===== src/rtl/instr_encoder_if.sv =====
// instr_encoder_if: descriptor input and instruction-word output handshakes of the encoder.
interface instr_encoder_if;
  logic        in_valid;
  logic        in_ready;
  logic [3:0]  in_kind;
  logic [2:0]  in_funct3;
  logic        in_alt;
  logic [4:0]  in_rd;
  logic [4:0]  in_rs1;
  logic [4:0]  in_rs2;
  logic [31:0] in_imm;
  logic        out_valid;
  logic        out_ready;
  logic [31:0] out_word;
  logic        out_illegal;
  modport master (
    output in_valid, in_kind, in_funct3, in_alt, in_rd, in_rs1, in_rs2, in_imm, out_ready,
    input  in_ready, out_valid, out_word, out_illegal
  );
  modport slave (
    input  in_valid, in_kind, in_funct3, in_alt, in_rd, in_rs1, in_rs2, in_imm, out_ready,
    output in_ready, out_valid, out_word, out_illegal
  );
endinterface


===== src/rtl/instr_encoder.sv =====
// instr_encoder: streams RV32I field descriptors into 32-bit instruction words, expanding LI into LUI+ADDI.
module instr_encoder #(
  parameter logic [31:0] NOP_WORD = 32'h00000013
) (
  input logic                clk,
  input logic                rst_n,
  instr_encoder_if.slave     bus
);
  typedef enum logic {IDLE, LI_LO} state_t;
  state_t      state_q, state_d;
  logic        out_valid_q, out_valid_d;
  logic [31:0] out_word_q, out_word_d;
  logic        out_illegal_q, out_illegal_d;
  logic [4:0]  rd_q, rd_d;
  logic [11:0] lo_q, lo_d;
  logic        load;
  logic [31:0] enc_word;
  logic        enc_illegal;
  logic        li_hold;
  logic        li_small;
  logic [19:0] li_hi;
  logic [11:0] i_alu_imm;
  logic [31:0] imm;
  logic [4:0]  rd, rs1, rs2;
  logic [2:0]  f3;
  assign imm       = bus.in_imm;
  assign rd        = bus.in_rd;
  assign rs1       = bus.in_rs1;
  assign rs2       = bus.in_rs2;
  assign f3        = bus.in_funct3;
  assign load      = !out_valid_q || bus.out_ready;
  assign li_small  = (&imm[31:11]) || !(|imm[31:11]);
  assign li_hi     = imm[31:12] + {19'd0, imm[11]};
  assign i_alu_imm = (f3 == 3'b001 || f3 == 3'b101) ? {1'b0, bus.in_alt, 5'b0, imm[4:0]} : imm[11:0];
  assign bus.in_ready    = (state_q == IDLE) && load;
  assign bus.out_valid   = out_valid_q;
  assign bus.out_word    = out_word_q;
  assign bus.out_illegal = out_illegal_q;
  always_comb begin
    enc_word    = NOP_WORD;
    enc_illegal = 1'b0;
    li_hold     = 1'b0;
    case (bus.in_kind)
      4'd0:  enc_word = NOP_WORD;
      4'd1:  enc_word = {1'b0, bus.in_alt, 5'b0, rs2, rs1, f3, rd, 7'b0110011};
      4'd2:  enc_word = {i_alu_imm, rs1, f3, rd, 7'b0010011};
      4'd3:  enc_word = {imm[11:0], rs1, f3, rd, 7'b0000011};
      4'd4:  enc_word = {imm[11:5], rs2, rs1, f3, imm[4:0], 7'b0100011};
      4'd5:  enc_word = {imm[12], imm[10:5], rs2, rs1, f3, imm[4:1], imm[11], 7'b1100011};
      4'd6:  enc_word = {imm[20], imm[10:1], imm[11], imm[19:12], rd, 7'b1101111};
      4'd7:  enc_word = {imm[11:0], rs1, 3'b000, rd, 7'b1100111};
      4'd8:  enc_word = {imm[31:12], rd, 7'b0110111};
      4'd9:  enc_word = {imm[31:12], rd, 7'b0010111};
      4'd10: begin
        // Small values fit one ADDI from x0; otherwise LUI now and ADDI later if lo is nonzero.
        enc_word = li_small ? {imm[11:0], 5'd0, 3'b000, rd, 7'b0010011} : {li_hi, rd, 7'b0110111};
        li_hold  = !li_small && (|imm[11:0]);
      end
      default: enc_illegal = 1'b1;
    endcase
  end
  always_comb begin
    state_d       = state_q;
    out_valid_d   = out_valid_q;
    out_word_d    = out_word_q;
    out_illegal_d = out_illegal_q;
    rd_d          = rd_q;
    lo_d          = lo_q;
    if (load) begin
      out_valid_d = 1'b0;
      if (state_q == LI_LO) begin
        out_valid_d   = 1'b1;
        out_word_d    = {lo_q, rd_q, 3'b000, rd_q, 7'b0010011};
        out_illegal_d = 1'b0;
        state_d       = IDLE;
      end else if (bus.in_valid) begin
        out_valid_d   = 1'b1;
        out_word_d    = enc_word;
        out_illegal_d = enc_illegal;
        if (li_hold) begin
          state_d = LI_LO;
          rd_d    = rd;
          lo_d    = imm[11:0];
        end
      end
    end
  end
  always_ff @(posedge clk or negedge rst_n) begin
    if (!rst_n) begin
      state_q       <= IDLE;
      out_valid_q   <= 1'b0;
      out_word_q    <= 32'd0;
      out_illegal_q <= 1'b0;
      rd_q          <= 5'd0;
      lo_q          <= 12'd0;
    end else begin
      state_q       <= state_d;
      out_valid_q   <= out_valid_d;
      out_word_q    <= out_word_d;
      out_illegal_q <= out_illegal_d;
      rd_q          <= rd_d;
      lo_q          <= lo_d;
    end
  end
endmodule


===== src/flat_wrapper.sv =====
// flat-port wrapper written by rule: the top's interface ports become plain ports
module instr_encoder_flat 
#(
  parameter logic [31:0] NOP_WORD = 32'h00000013
)
  (clk, rst_n, bus_in_valid, bus_in_kind, bus_in_funct3, bus_in_alt, bus_in_rd, bus_in_rs1, bus_in_rs2, bus_in_imm, bus_out_ready, bus_in_ready, bus_out_valid, bus_out_word, bus_out_illegal);
  instr_encoder_if bus_i ();
  input logic clk;
  input logic rst_n;
  input wire logic [$bits(bus_i.in_valid)-1:0] bus_in_valid;
  input wire logic [$bits(bus_i.in_kind)-1:0] bus_in_kind;
  input wire logic [$bits(bus_i.in_funct3)-1:0] bus_in_funct3;
  input wire logic [$bits(bus_i.in_alt)-1:0] bus_in_alt;
  input wire logic [$bits(bus_i.in_rd)-1:0] bus_in_rd;
  input wire logic [$bits(bus_i.in_rs1)-1:0] bus_in_rs1;
  input wire logic [$bits(bus_i.in_rs2)-1:0] bus_in_rs2;
  input wire logic [$bits(bus_i.in_imm)-1:0] bus_in_imm;
  input wire logic [$bits(bus_i.out_ready)-1:0] bus_out_ready;
  output wire logic [$bits(bus_i.in_ready)-1:0] bus_in_ready;
  output wire logic [$bits(bus_i.out_valid)-1:0] bus_out_valid;
  output wire logic [$bits(bus_i.out_word)-1:0] bus_out_word;
  output wire logic [$bits(bus_i.out_illegal)-1:0] bus_out_illegal;
  assign bus_i.in_valid = bus_in_valid;
  assign bus_i.in_kind = bus_in_kind;
  assign bus_i.in_funct3 = bus_in_funct3;
  assign bus_i.in_alt = bus_in_alt;
  assign bus_i.in_rd = bus_in_rd;
  assign bus_i.in_rs1 = bus_in_rs1;
  assign bus_i.in_rs2 = bus_in_rs2;
  assign bus_i.in_imm = bus_in_imm;
  assign bus_i.out_ready = bus_out_ready;
  assign bus_in_ready = bus_i.in_ready;
  assign bus_out_valid = bus_i.out_valid;
  assign bus_out_word = bus_i.out_word;
  assign bus_out_illegal = bus_i.out_illegal;
  instr_encoder #(.NOP_WORD(NOP_WORD)) u_core (.clk(clk), .rst_n(rst_n), .bus(bus_i));
endmodule

===== config.mk =====
export PLATFORM = sky130hd
export DESIGN_NAME = instr_encoder_flat
export DESIGN_NICKNAME = d
export VERILOG_FILES = /design/src/rtl/instr_encoder_if.sv /design/src/rtl/instr_encoder.sv /design/src/flat_wrapper.sv
export SDC_FILE = /design/constraint.sdc
export NUM_CORES = 1
export LEC_CHECK = 0
export BUFFER_PORTS_ARGS = -buffer_cell sky130_fd_sc_hd__buf_4
export CORE_MARGIN = 4
export CORE_UTILIZATION = 53
export DETAILED_ROUTE_END_ITERATION = 6
export PLACE_DENSITY = 0.78
export SETUP_SLACK_MARGIN = 0.3
export SLEW_MARGIN = 5
export SYNTH_ARGS = -nofsm -noshare
export SYNTH_HDL_FRONTEND = slang
export SYNTH_SLANG_ARGS = --single-unit

===== constraint.sdc =====
create_clock -name clk -period 2.2 [get_ports clk]
set_clock_uncertainty 0.2 [all_clocks]
set_input_delay 0.33 -clock clk [delete_from_list [all_inputs] [get_ports clk]]
set_output_delay 0.33 -clock clk [all_outputs]
set_load 0.005 [all_outputs]

# [After elaboration in Yosys (flattened, before gate mapping)]
# Index checks and enable logic that the tools add are counted.
[word_totals] register_bits=52 in_bits=59 elab_cells=50 output_inout_bits=35
[classes] add_sub_neg=1 muxes=14 reduce_logical=16 bitwise_logic=1 n_eq_ne=12
[ops] operator="$pmux W32 S10" n=1
[ops] operator="$mux W32" n=3
[ops] operator="$reduce_and A21 Y1" n=1
[ops] operator="$reduce_or A21 Y1" n=1
[ops] operator="$add A20 B1 Y20" n=1
[ops] operator="$eq A4 B3 Y1 const B" n=4
[ops] operator="$eq A4 B4 Y1 const B" n=3
[ops] operator="$mux W12" n=1
[ops] operator="$reduce_or A12 Y1" n=1
[ops] operator="$reduce_or A11 Y1" n=1
[ops] operator="$mux W1" n=9
[ops] operator="$eq A4 B2 Y1 const B" n=2
[ops] operator="$eq A4 B1 Y1 const B" n=1
[ops] operator="$logic_not A4 Y1" n=1
[ops] operator="$reduce_and A4 Y1" n=1
[ops] operator="$eq A3 B1 Y1 const B" n=1
[ops] operator="$eq A3 B3 Y1 const B" n=1
[ops] operator="$logic_not A1 Y1" n=3
[ops] operator="$logic_or A1 B1 Y1" n=3
[ops] operator="$logic_and A1 B1 Y1" n=2
[ops] operator="$reduce_and A2 Y1" n=1
[ops] operator="$reduce_bool A2 Y1" n=1
[ops] operator="$not A1 Y1" n=1

# [Logic depth before layout (Yosys ltp)]
# Gate-level depths: netlist of the first run.
[logic_depth] depth_word=9 ltp_mapped=10 mapped_depth_nobuf=7

# [Least setup slack after synthesis of the first run]
# No wires, ideal clock.
[synth_timing] path_type="in2reg" startpoint="input port bus_in_imm[19]" endpoint="register u_core.lo_q[0]" path_slack_ns=-0.249 t_required_ns=1.875 setup_time_ns=0.125 n_path_buf=4 stages=10 t_arrival_ns=2.124 path_cell_list="buf_2 > nor2_1 > and4b_1 > and4_1 > buf_2 > a311oi_2 > and4_4 > buf_6 > buf_6 > mux2_4"
[synth_between] elab_chain_len=7 word_cells_on_any_way=8 cone_classes="mux (1); reduce/logical (7)"
[synth_rtl] element="from (decl)" line="flat_wrapper.sv:17" rtl="input wire logic [$bits(bus_i.in_imm)-1:0] bus_in_imm;"
[synth_rtl] element="$reduce_or A21 Y1" line="instr_encoder.sv:32" rtl="assign li_small = (&imm[31:11]) || !(|imm[31:11]);"
[synth_rtl] element="$logic_not A1 Y1" line="instr_encoder.sv:32"
[synth_rtl] element="$logic_or A1 B1 Y1 (*)" line="instr_encoder.sv:32"
[synth_rtl] element="$logic_not A1 Y1 (*)" line="instr_encoder.sv:57" rtl="li_hold = !li_small && (|imm[11:0]);"
[synth_rtl] element="$logic_and A1 B1 Y1 (*)" line="instr_encoder.sv:57"
[synth_rtl] element="$mux W1 (*)" line="instr_encoder.sv:43" rtl="case (bus.in_kind)"
[synth_rtl] element="$reduce_and A4 Y1 (no source line) (*)"
[synth_rtl] element="to (signal assigned)" line="instr_encoder.sv:102" rtl="lo_q <= lo_d;"
[synth_rtl] element="to (decl)" line="instr_encoder.sv:15" rtl="logic [11:0] lo_q, lo_d;"
# Every way passes the cells marked *; elsewhere a longest branch is shown, timed or not.
# A chain may end at the register's enable or synchronous reset.

# [Worst setup path in the final report of the first run]
[layout_timing] startpoint="input port bus_in_imm[28]" endpoint="register u_core.out_word_q[15] (netlist: u_core.bus.out_word[15])"
[layout_between] elab_chain_len=7 word_cells_on_any_way=8 cone_classes="mux (4); reduce/logical (4)"
[layout_rtl] element="$reduce_or A21 Y1" line="instr_encoder.sv:32"
[layout_rtl] element="$logic_not A1 Y1" line="instr_encoder.sv:32"
[layout_rtl] element="$logic_or A1 B1 Y1 (*)" line="instr_encoder.sv:32"
[layout_rtl] element="$mux W32 (*)" line="instr_encoder.sv:56" rtl="enc_word = li_small ? {imm[11:0], 5'd0, 3'b000, rd, 7'b0010011} : {li_hi, rd, 7'b0110111};"
[layout_rtl] element="$pmux W32 S10 (*)" line="instr_encoder.sv:43"
[layout_rtl] element="$mux W32 (*)" line="instr_encoder.sv:76" rtl="end else if (bus.in_valid) begin"
[layout_rtl] element="$mux W32 (*)" line="instr_encoder.sv:71" rtl="if (state_q == LI_LO) begin"
[layout_rtl] element="to (signal assigned)" line="instr_encoder.sv:99" rtl="out_word_q <= out_word_d;"
[layout_rtl] element="to (decl)" line="instr_encoder.sv:12" rtl="logic [31:0] out_word_q, out_word_d;"
# Every way passes the cells marked *; elsewhere a longest branch is shown, timed or not. The select of a mux whose other input is x is not followed.

==> results.md, run 1 <==
- The kind of capture point of the worst setup path is a flip-flop.
- The clock sink total is 51.
- During placement, the flow inserted port buffers numbering 93.
- The total nets after synthesis is ~450.
- At the placement stage, the worst setup path has a slack of -0.394 ns.
- The cell type with the highest occurrence count on the critical path is buf_4.
- The instance count after placement with tap cells included is a little over 600.
- The class of the tightest hold or removal check is input port to flip-flop.
- The slew at the pin with the worst max-slew slack is 0.679 ns.
- The accumulated negative setup slack is 0 ns.
- The first global-routing pass estimated ~20000 µm of wire.
- The total overflow left after global routing is 0.
- The number of enable-type register cells in the synthesized netlist is 0.
- The critical path data arrival time is approximately 2.1 ns.
- The clock-pin slew on the worst setup and hold paths is roughly 0.11 ns.
- The via count of the first global-routing pass is about 4000.
- Setup slack on the worst reg-to-reg path comes out at ~0.25 ns.
- The initialized floorplan defines 29 standard-cell rows.
- The number of DRC markers after the initial detailed-route iteration is between 400 and 500.
- The worst setup path endpoint is u_core.bus.out_word[15]$_DFFE_PN0P_.
- The area of the die is around 0.0079 mm².
- The worst path setup slack after routing is between 0.07 and 0.08 ns.
- In this run the mean area of a mapped cell was between 8 and 9 µm².
- The achievable frequency is 471 MHz.
- The number of max-cap violations is 0.
- The power density relative to cell area is 519 mW/mm².
- In the final routed layout, each cell accounts on average for approximately 22 µm.
- The analysis attributes to cell leakage a power of ~2.5 nW.
- The via count normalized by instance count is between 6 and 7.
- The final RePlAce weighted congestion is roughly 0.99.
- The number of nets at the end of the flow is 618.
- The core region area is 0.00635 mm².
- Counting cells, the worst reg-to-reg path comes to 5.
- The utilization of the core after routing is 0.855.
- After legalization and detailed placement, the total HPWL measured a little under 10000 µm.
- The distinct cell type count of the synthesized netlist is 58.
- The first-pass detailed-route iteration total is 5.
- The count of final max-slew check failures was 0.
- The ratio of final minimum period to clock period is 0.965.
- The critical path starts at bus_in_imm[28].
- The category of the critical setup timing path is input port to flip-flop.
- Across all hold checks on the routed design, the worst slack comes to roughly 0.061 ns.
- After layout, the design draws a total of about 2.8 mW.
- The H-tree was split into 2 levels.
- The largest stage delay on the critical path is roughly 0.44 ns.
- Along the worst path, the maximum fanout reaches 3.
- The post-layout instance area is ~0.0054 mm².
- The worst flop-to-flop path endpoint is u_core.lo_q[3]$_DFFE_PN0P_.
- VDD sags by at most between 0.0004 and 0.0005 V.
- The clock network latency to the later pin of the worst-skew pair is approximately 0.31 ns.
- The routed wire length is approximately 14000 µm.
- The pin count of the biggest net entering global routing is 52.
- In the synthesized netlist the dominant register cell turns out to be dfrtp_1.
- The final hold violation count was 0.
- The run finished with clean final reports.
- The maximum count of clock buffers along a single path is 2.
- Of all flip-flops after synthesis, the portion carrying an async set or reset was 1.00.
- The netlist area before placement is around 0.0035 mm².
- The clock tree from TritonCTS is done.
- The number of standard cells after synthesis is 392.
- 0 antenna diodes ended up in the layout.
- Buffers inserted during clock tree synthesis total 5.
- The top-level port count is 94.
- The routed via count is approximately 4100.
- Among all stages on the critical path, the largest delay is contributed by a222oi_1.
- Synthesis inferred 51 register bits.
- Of the cells placed in the final design, the portion with a size suffix greater than 1 is 0.469.
- Setup violations remaining at the end of the flow were counted as 0.
- The number of design rule violations left after detail routing is 0.
- At the worst endpoint, the required time is around 2.2 ns.
- The fill cell total of the finished layout is approximately 350.
- The headroom to the max-slew limit is 0.548.
- For this configuration, the core starts out at a cell density of 0.543.
- The start of the worst register-to-register path is u_core.bus.out_valid$_DFFE_PN0N_.
- The placed standard-cell area is between 0.004 and 0.005 mm².
- For the finished layout, the period the worst path requires is roughly 2.1 ns.
- The number of antenna violations at the first check in global routing is 0.
- From bottom edge to top edge, the die measures approximately 89 µm.
- Relative to the synthesized area, the layout overhead comes to 57.4%.
- The nature of the critical path startpoint is an input port.
- For this run, the total global-route usage over all layers was measured as 0.335.
- In this run the remaining antenna-violating nets after routing total 0.
- The clock root buffer is clkbuf_8.
- For this run, the number of standard cells in the final layout without fillers is 634.
- For this run, the register share of the synthesized area comes to 0.370.
- The number of warnings printed during yosys synthesis is 0.
- Setup repair after global routing could not meet its margin everywhere.
- From left edge to right edge, the die measures just under 90 µm.
- The signal on the critical path passes through buf_6, nor4_4, buf_4, and4b_1, and4_4, a311oi_4, buf_4, a222oi_1, o22ai_1.
[report_power, final]
group / internal (mW) / total (mW) / switching, mW
registers: 1.10 / 1.23 / 0.134
clock network: 0.237 / 0.602 / 0.365
logic: 0.531 / 0.986 / 0.455
[worst min path at each step]
stage,startpoint,to,cells after the start
global route,bus_in_rd[4],u_core.rd_q[4]$_DFFE_PN0P_,2
CTS,bus_in_rd[3],u_core.rd_q[3]$_DFFE_PN0P_,2
global placement,rst_n,u_core.bus.out_word[6]$_DFFE_PN0P_,1
finish,bus_in_rd[1],u_core.rd_q[1]$_DFFE_PN0P_,2
floorplan,rst_n,u_core.bus.out_illegal$_DFFE_PN0P_,0
detailed placement,rst_n,u_core.bus.out_illegal$_DFFE_PN0P_,1
[final cells by class]
| cell class | count | area, µm² | area share |
|---|---|---|---|
| sequential | 51 | 1280 | 0.235 |
| clock inverter | 3 | 28.8 | 0.00530 |
| tap | 77 | 96.3 | 0.0177 |
| clock buffer | 5 | 68.8 | 0.0127 |
| multi-input combinational | 299 | 2350 | 0.432 |
| timing repair buffer | 185 | 1540 | 0.283 |
| inverter | 14 | 72.6 | 0.0134 |
[cells in the mapped netlist (all sizes together) (11+ instances only)]
cell type	n	area [µm²]
dfrtp	51	1280
nand2	36	135
nor2	36	135
a21oi	29	145
o21ai	24	120
clkbuf	20	75.1
mux2	18	236
a221oi	17	155
inv	14	52.6
nand3	13	70.1
xnor2	12	105
nor4	11	83.8
[cells by family (layout without fill, tap and decap cells)]
family / after synthesis / after routing / synth area share
AND/OR/NAND/NOR: 135 / 135 / 0.202
AO/OA/AOI/OAI: 126 / 126 / 0.253
flip-flops: 51 / 51 / 0.370
buffers and inverters: 42 / 207 / 0.0522
multiplexers: 19 / 19 / 0.0714
XOR/XNOR: 16 / 16 / 0.0406
adder cells (fa/ha/maj): 3 / 3 / 0.0109
[sequential cells by signal, summed over array words and instances (netlist names)]
name,cells
u_core.state_q,1
u_core.bus.out_word,31
u_core.rd_q,5
u_core.bus.out_valid,1
u_core.bus.out_illegal,1
u_core.lo_q,12
[routing by layer]
layer  part of all wire  vias up  global-route usage
met1               0.39     1932               0.438
met2               0.48      302               0.550
met3              0.097       51              0.0652
met4              0.031        0               0.122
li1                   -     1798                   -
met5                  0        -                   0
[cell usage in the layout, fill, tap and decap left out, drive strengths merged, types with 4 or more instances in the layout]
cell type	instances
buf	184
dfrtp	51
nor2	36
nand2	36
a21oi	29
o21ai	24
mux2	18
a221oi	17
inv	15
nand3	13
xnor2	12
nor4	11
a22o	8
and3	8
nor3	7
nor2b	7
o22ai	7
a31oi	5
clkbuf	5
nand4	5
a21o	4
xor2	4
o211ai	4
a22oi	4
[critical path, delay by kind of cell]
family                 cells  cell delay [ns]
AO/OA/AOI/OAI              3             0.64
buffers and inverters      3             0.43
AND/OR/NAND/NOR            3             0.70
[what timing repair did]
item / in CTS / in global routing
pin swaps: 17 / 17
endpoints found under the hold margin: 51 / 0
hold buffers: 1 / 0
gates cloned: 1 / 0
resized for setup: 44 / 30
endpoints found under the setup margin: 36 / 41
buffers inserted: 12 / 5
Note: power is estimated with default switching activity, not from simulation.
==> run 2, diff against run 1 <==
--- a/config.mk
+++ b/config.mk
@@ -6,7 +6,6 @@
 export NUM_CORES = 1
 export LEC_CHECK = 0
 export BUFFER_PORTS_ARGS = -buffer_cell sky130_fd_sc_hd__buf_4
-export CORE_MARGIN = 4
 export CORE_UTILIZATION = 53
 export DETAILED_ROUTE_END_ITERATION = 6
 export PLACE_DENSITY = 0.78
==> results.md, run 2 (synthesis results as in run 1) <==
- In the post-route analysis, the smallest setup slack over all paths is approximately 0.078 ns.
- The routed via count is 4198.
- The number of buffers created by CTS is 5.
- The category of the critical setup timing path is input port to flip-flop.
- The critical path data required time is 2.21 ns.
- The count of nets left with antenna violations once routing finished came out at 0.
- The via count of the first global-routing pass is slightly below 4000.
- The part of the power in the clock network is 0.216.
- On the final layout, the worst hold slack is roughly 0.05 ns.
- The number of nets at the end of the flow is ~630.
- The class of the tightest hold or removal check is input port to flip-flop.
- The accumulated negative setup slack is 0 ns.
- In this run the critical register-to-register path is captured at u_core.bus.out_word[13]$_DFFE_PN0P_.
- The analysis attributes to cell leakage a power of between 2 and 2.5 nW.
- The routed wire length is about 13000 µm.
- Of the total power, registers draw 0.437.
- The run finished with clean final reports.
- STA classifies the critical path endpoint as a flip-flop.
- In the routed layout, each cell is associated on average with a via count of between 6 and 7.
- Total power for the finished layout comes to approximately 2.8 mW.
- The height of the die is around 83 µm.
- The register with the most flip-flops in the layout has 31 of them.
- The final hold violation count is 0.
- The floorplan has 29 rows.
- The overall track demand over capacity in global routing is 0.381.
- The ratio of final minimum period to clock period is 0.965.
- The internal power summed over all cells is around 1.9 mW.
- The pin count of the biggest net entering global routing is 52.
- Before antenna repair, the detailed router went through 5 iterations.
- The final RePlAce weighted congestion is approximately 1.
- Compared with the post-synthesis result, the final layout area differs by 55.4%.
- The count of buffers inserted at the top-level ports is between 90 and 100.
- The worst pin sits at a relative slew slack of 0.552.
- The core region area is between 0.006 and 0.007 mm².
- Counting instances, the worst hold path has a depth of 2.
- Detailed placement finished with a half-perimeter wire length of 9150 µm.
- The chip width is between 80 and 90 µm.
- The worst-path maximum fanout is 6.
- The power dissipated by switching net loads is 0.948 mW.
- STA puts the critical path data arrival time at 2.13 ns.
- Of the total power, the share spent switching nets is 0.337.
- The end of the worst hold path is u_core.rd_q[2]$_DFFE_PN0P_.
- Measured in cells, the most critical reg-to-reg path has a length of 6.
- The power density relative to cell area is approximately 520 mW/mm².
- The area of the die is 0.00684 mm².
- The wire length of the first global-routing pass is between 15000 and 20000 µm.
- The number of DRC markers after the initial detailed-route iteration is about 490.
- Prior to clock tree synthesis, the placed netlist has a worst setup slack of -0.341 ns.
- The diode insertion count for antenna repair is 0.
- The internal reg-to-reg setup slack is 0.30 ns.
- The top cell types in the final layout, fill and taps aside, are buf_4 (175), dfrtp_1 (51), nand2_1 (35).
- The worst register-to-register path begins at u_core.state_q$_DFFE_PN0N_.
- The number of antenna violations at the first check in global routing is 0.
- After clock tree synthesis, the clock-pin slew on the worst setup and hold paths is between 0.1 and 0.15 ns.
- For this run, design rule violations remaining after detail routing come to 0.
- The clock tree from TritonCTS is done.
- The initial utilization of the core area, before any placement, comes to 0.547.
- The number of H-tree levels is 2.
- The clock network latency to the later pin of the worst-skew pair is about 0.31 ns.
- Setup violations remaining at the end of the flow were counted as 0.
- The number of max-cap violations is 0.
- The count of final max-slew check failures is 0.
- The most frequent standard cell in the layout excluding fill and tap cells is buf_4.
- The clock root buffer is clkbuf_8.
- The clock sink total is roughly 50.
- The highest ir drop seen on vdd is 0.000421 V.
- The top-level port count is 94.
- The maximum count of clock buffers along a single path is 2.
- The nature of the critical path startpoint is an input port.
- The clock period minus final worst setup slack is ~2.1 ns.
- After global routing the overflow that remains totals 0.
- In the final routed layout, each cell accounts on average for 20.9 µm.
- The share of total power dissipated in combinational logic is 0.348.
- The achievable frequency is around 470 MHz.
- The share of cells above drive strength 1 is 0.469.
- Setup repair after global routing could not meet its margin everywhere.
- The slew at the pin with the worst max-slew slack is roughly 0.67 ns.
- The beginning of the worst hold path is bus_in_rd[2].
## run 2: cell types whose count changed in the layout (fill, tap and decap cells not counted), moves of 3 or more
cell / previous run / this run
and4_4: 2 / 5
buf_12: 6 / 1
buf_4: 166 / 175
buf_6: 8 / 11
o221ai_1: 0 / 3
o221ai_2: 3 / 0
## run 2: metrics by stage
stage | area [µm²] | cells | util
CTS | 5230 | 638 | 0.828
detailed placement | 4840 | 613 | 0.766
floorplan | 3640 | 392 | -
finish | 5360 | 642 | 0.849
global route | 5360 | 642 | 0.849
global placement | 4840 | 613 | 0.766
## run 2: layout make-up
cell class                 count  area, µm²
tap                           77       96.3
timing repair buffer         190       1500
clock buffer                   5       68.8
fill                         380        951
sequential                    51       1280
multi-input combinational    302       2320
clock inverter                 3       28.8
inverter                      14       72.6
## run 2: how the worst max path moves through the flow
stage	from	end	slack, ns
after floorplan	bus_in_imm[12]	u_core.lo_q[0]$_DFFE_PN0P_	-0.16
after global placement	bus_in_imm[11]	u_core.bus.out_word[26]$_DFFE_PN0P_	-0.28
after detailed placement	bus_in_imm[12]	u_core.bus.out_word[27]$_DFFE_PN0P_	-0.34
after CTS	bus_in_imm[11]	u_core.lo_q[1]$_DFFE_PN0P_	0.14
after global routing	bus_in_imm[15]	u_core.bus.out_word[15]$_DFFE_PN0P_	0.07
final	bus_in_imm[12]	u_core.lo_q[7]$_DFFE_PN0P_	0.08
## run 2: repair_timing
action	in CTS	in global routing
pin swaps	24	22
hold buffers	1	0
cloned	3	0
setup buffers	13	4
setup endpoints to repair	36	41
resized for setup	43	25
hold endpoints to repair	51	0
## run 2: worst max-delay path, stage by stage
cell,delay [ns]
buf_12,0.11
buf_6,0.12
ha_4,0.16
nand4_4,0.08
nor4_4,0.05
buf_4,0.14
a311oi_4,0.40
and4_4,0.41
mux2_4,0.31
## run 2: power groups by stage
| stage | registers [mW] | clock network [mW] | logic [mW] |
|---|---|---|---|
| finish | 1.23 | 0.608 | 0.978 |
| global route | 1.24 | 0.642 | 1.04 |
| CTS | 1.22 | 0.598 | 0.925 |
| detailed placement | 1.23 | 0 | 0.866 |
| global placement | 1.22 | 0 | 0.845 |
| floorplan | 1.20 | 0 | 0.404 |
## run 2: per-layer routing
layer	vias up	track usage	part of all wire
li1	1829	-	-
met1	1992	0.502	0.40
met2	312	0.598	0.46
met3	65	0.0560	0.092
met4	0	0.202	0.046
met5	-	0	0
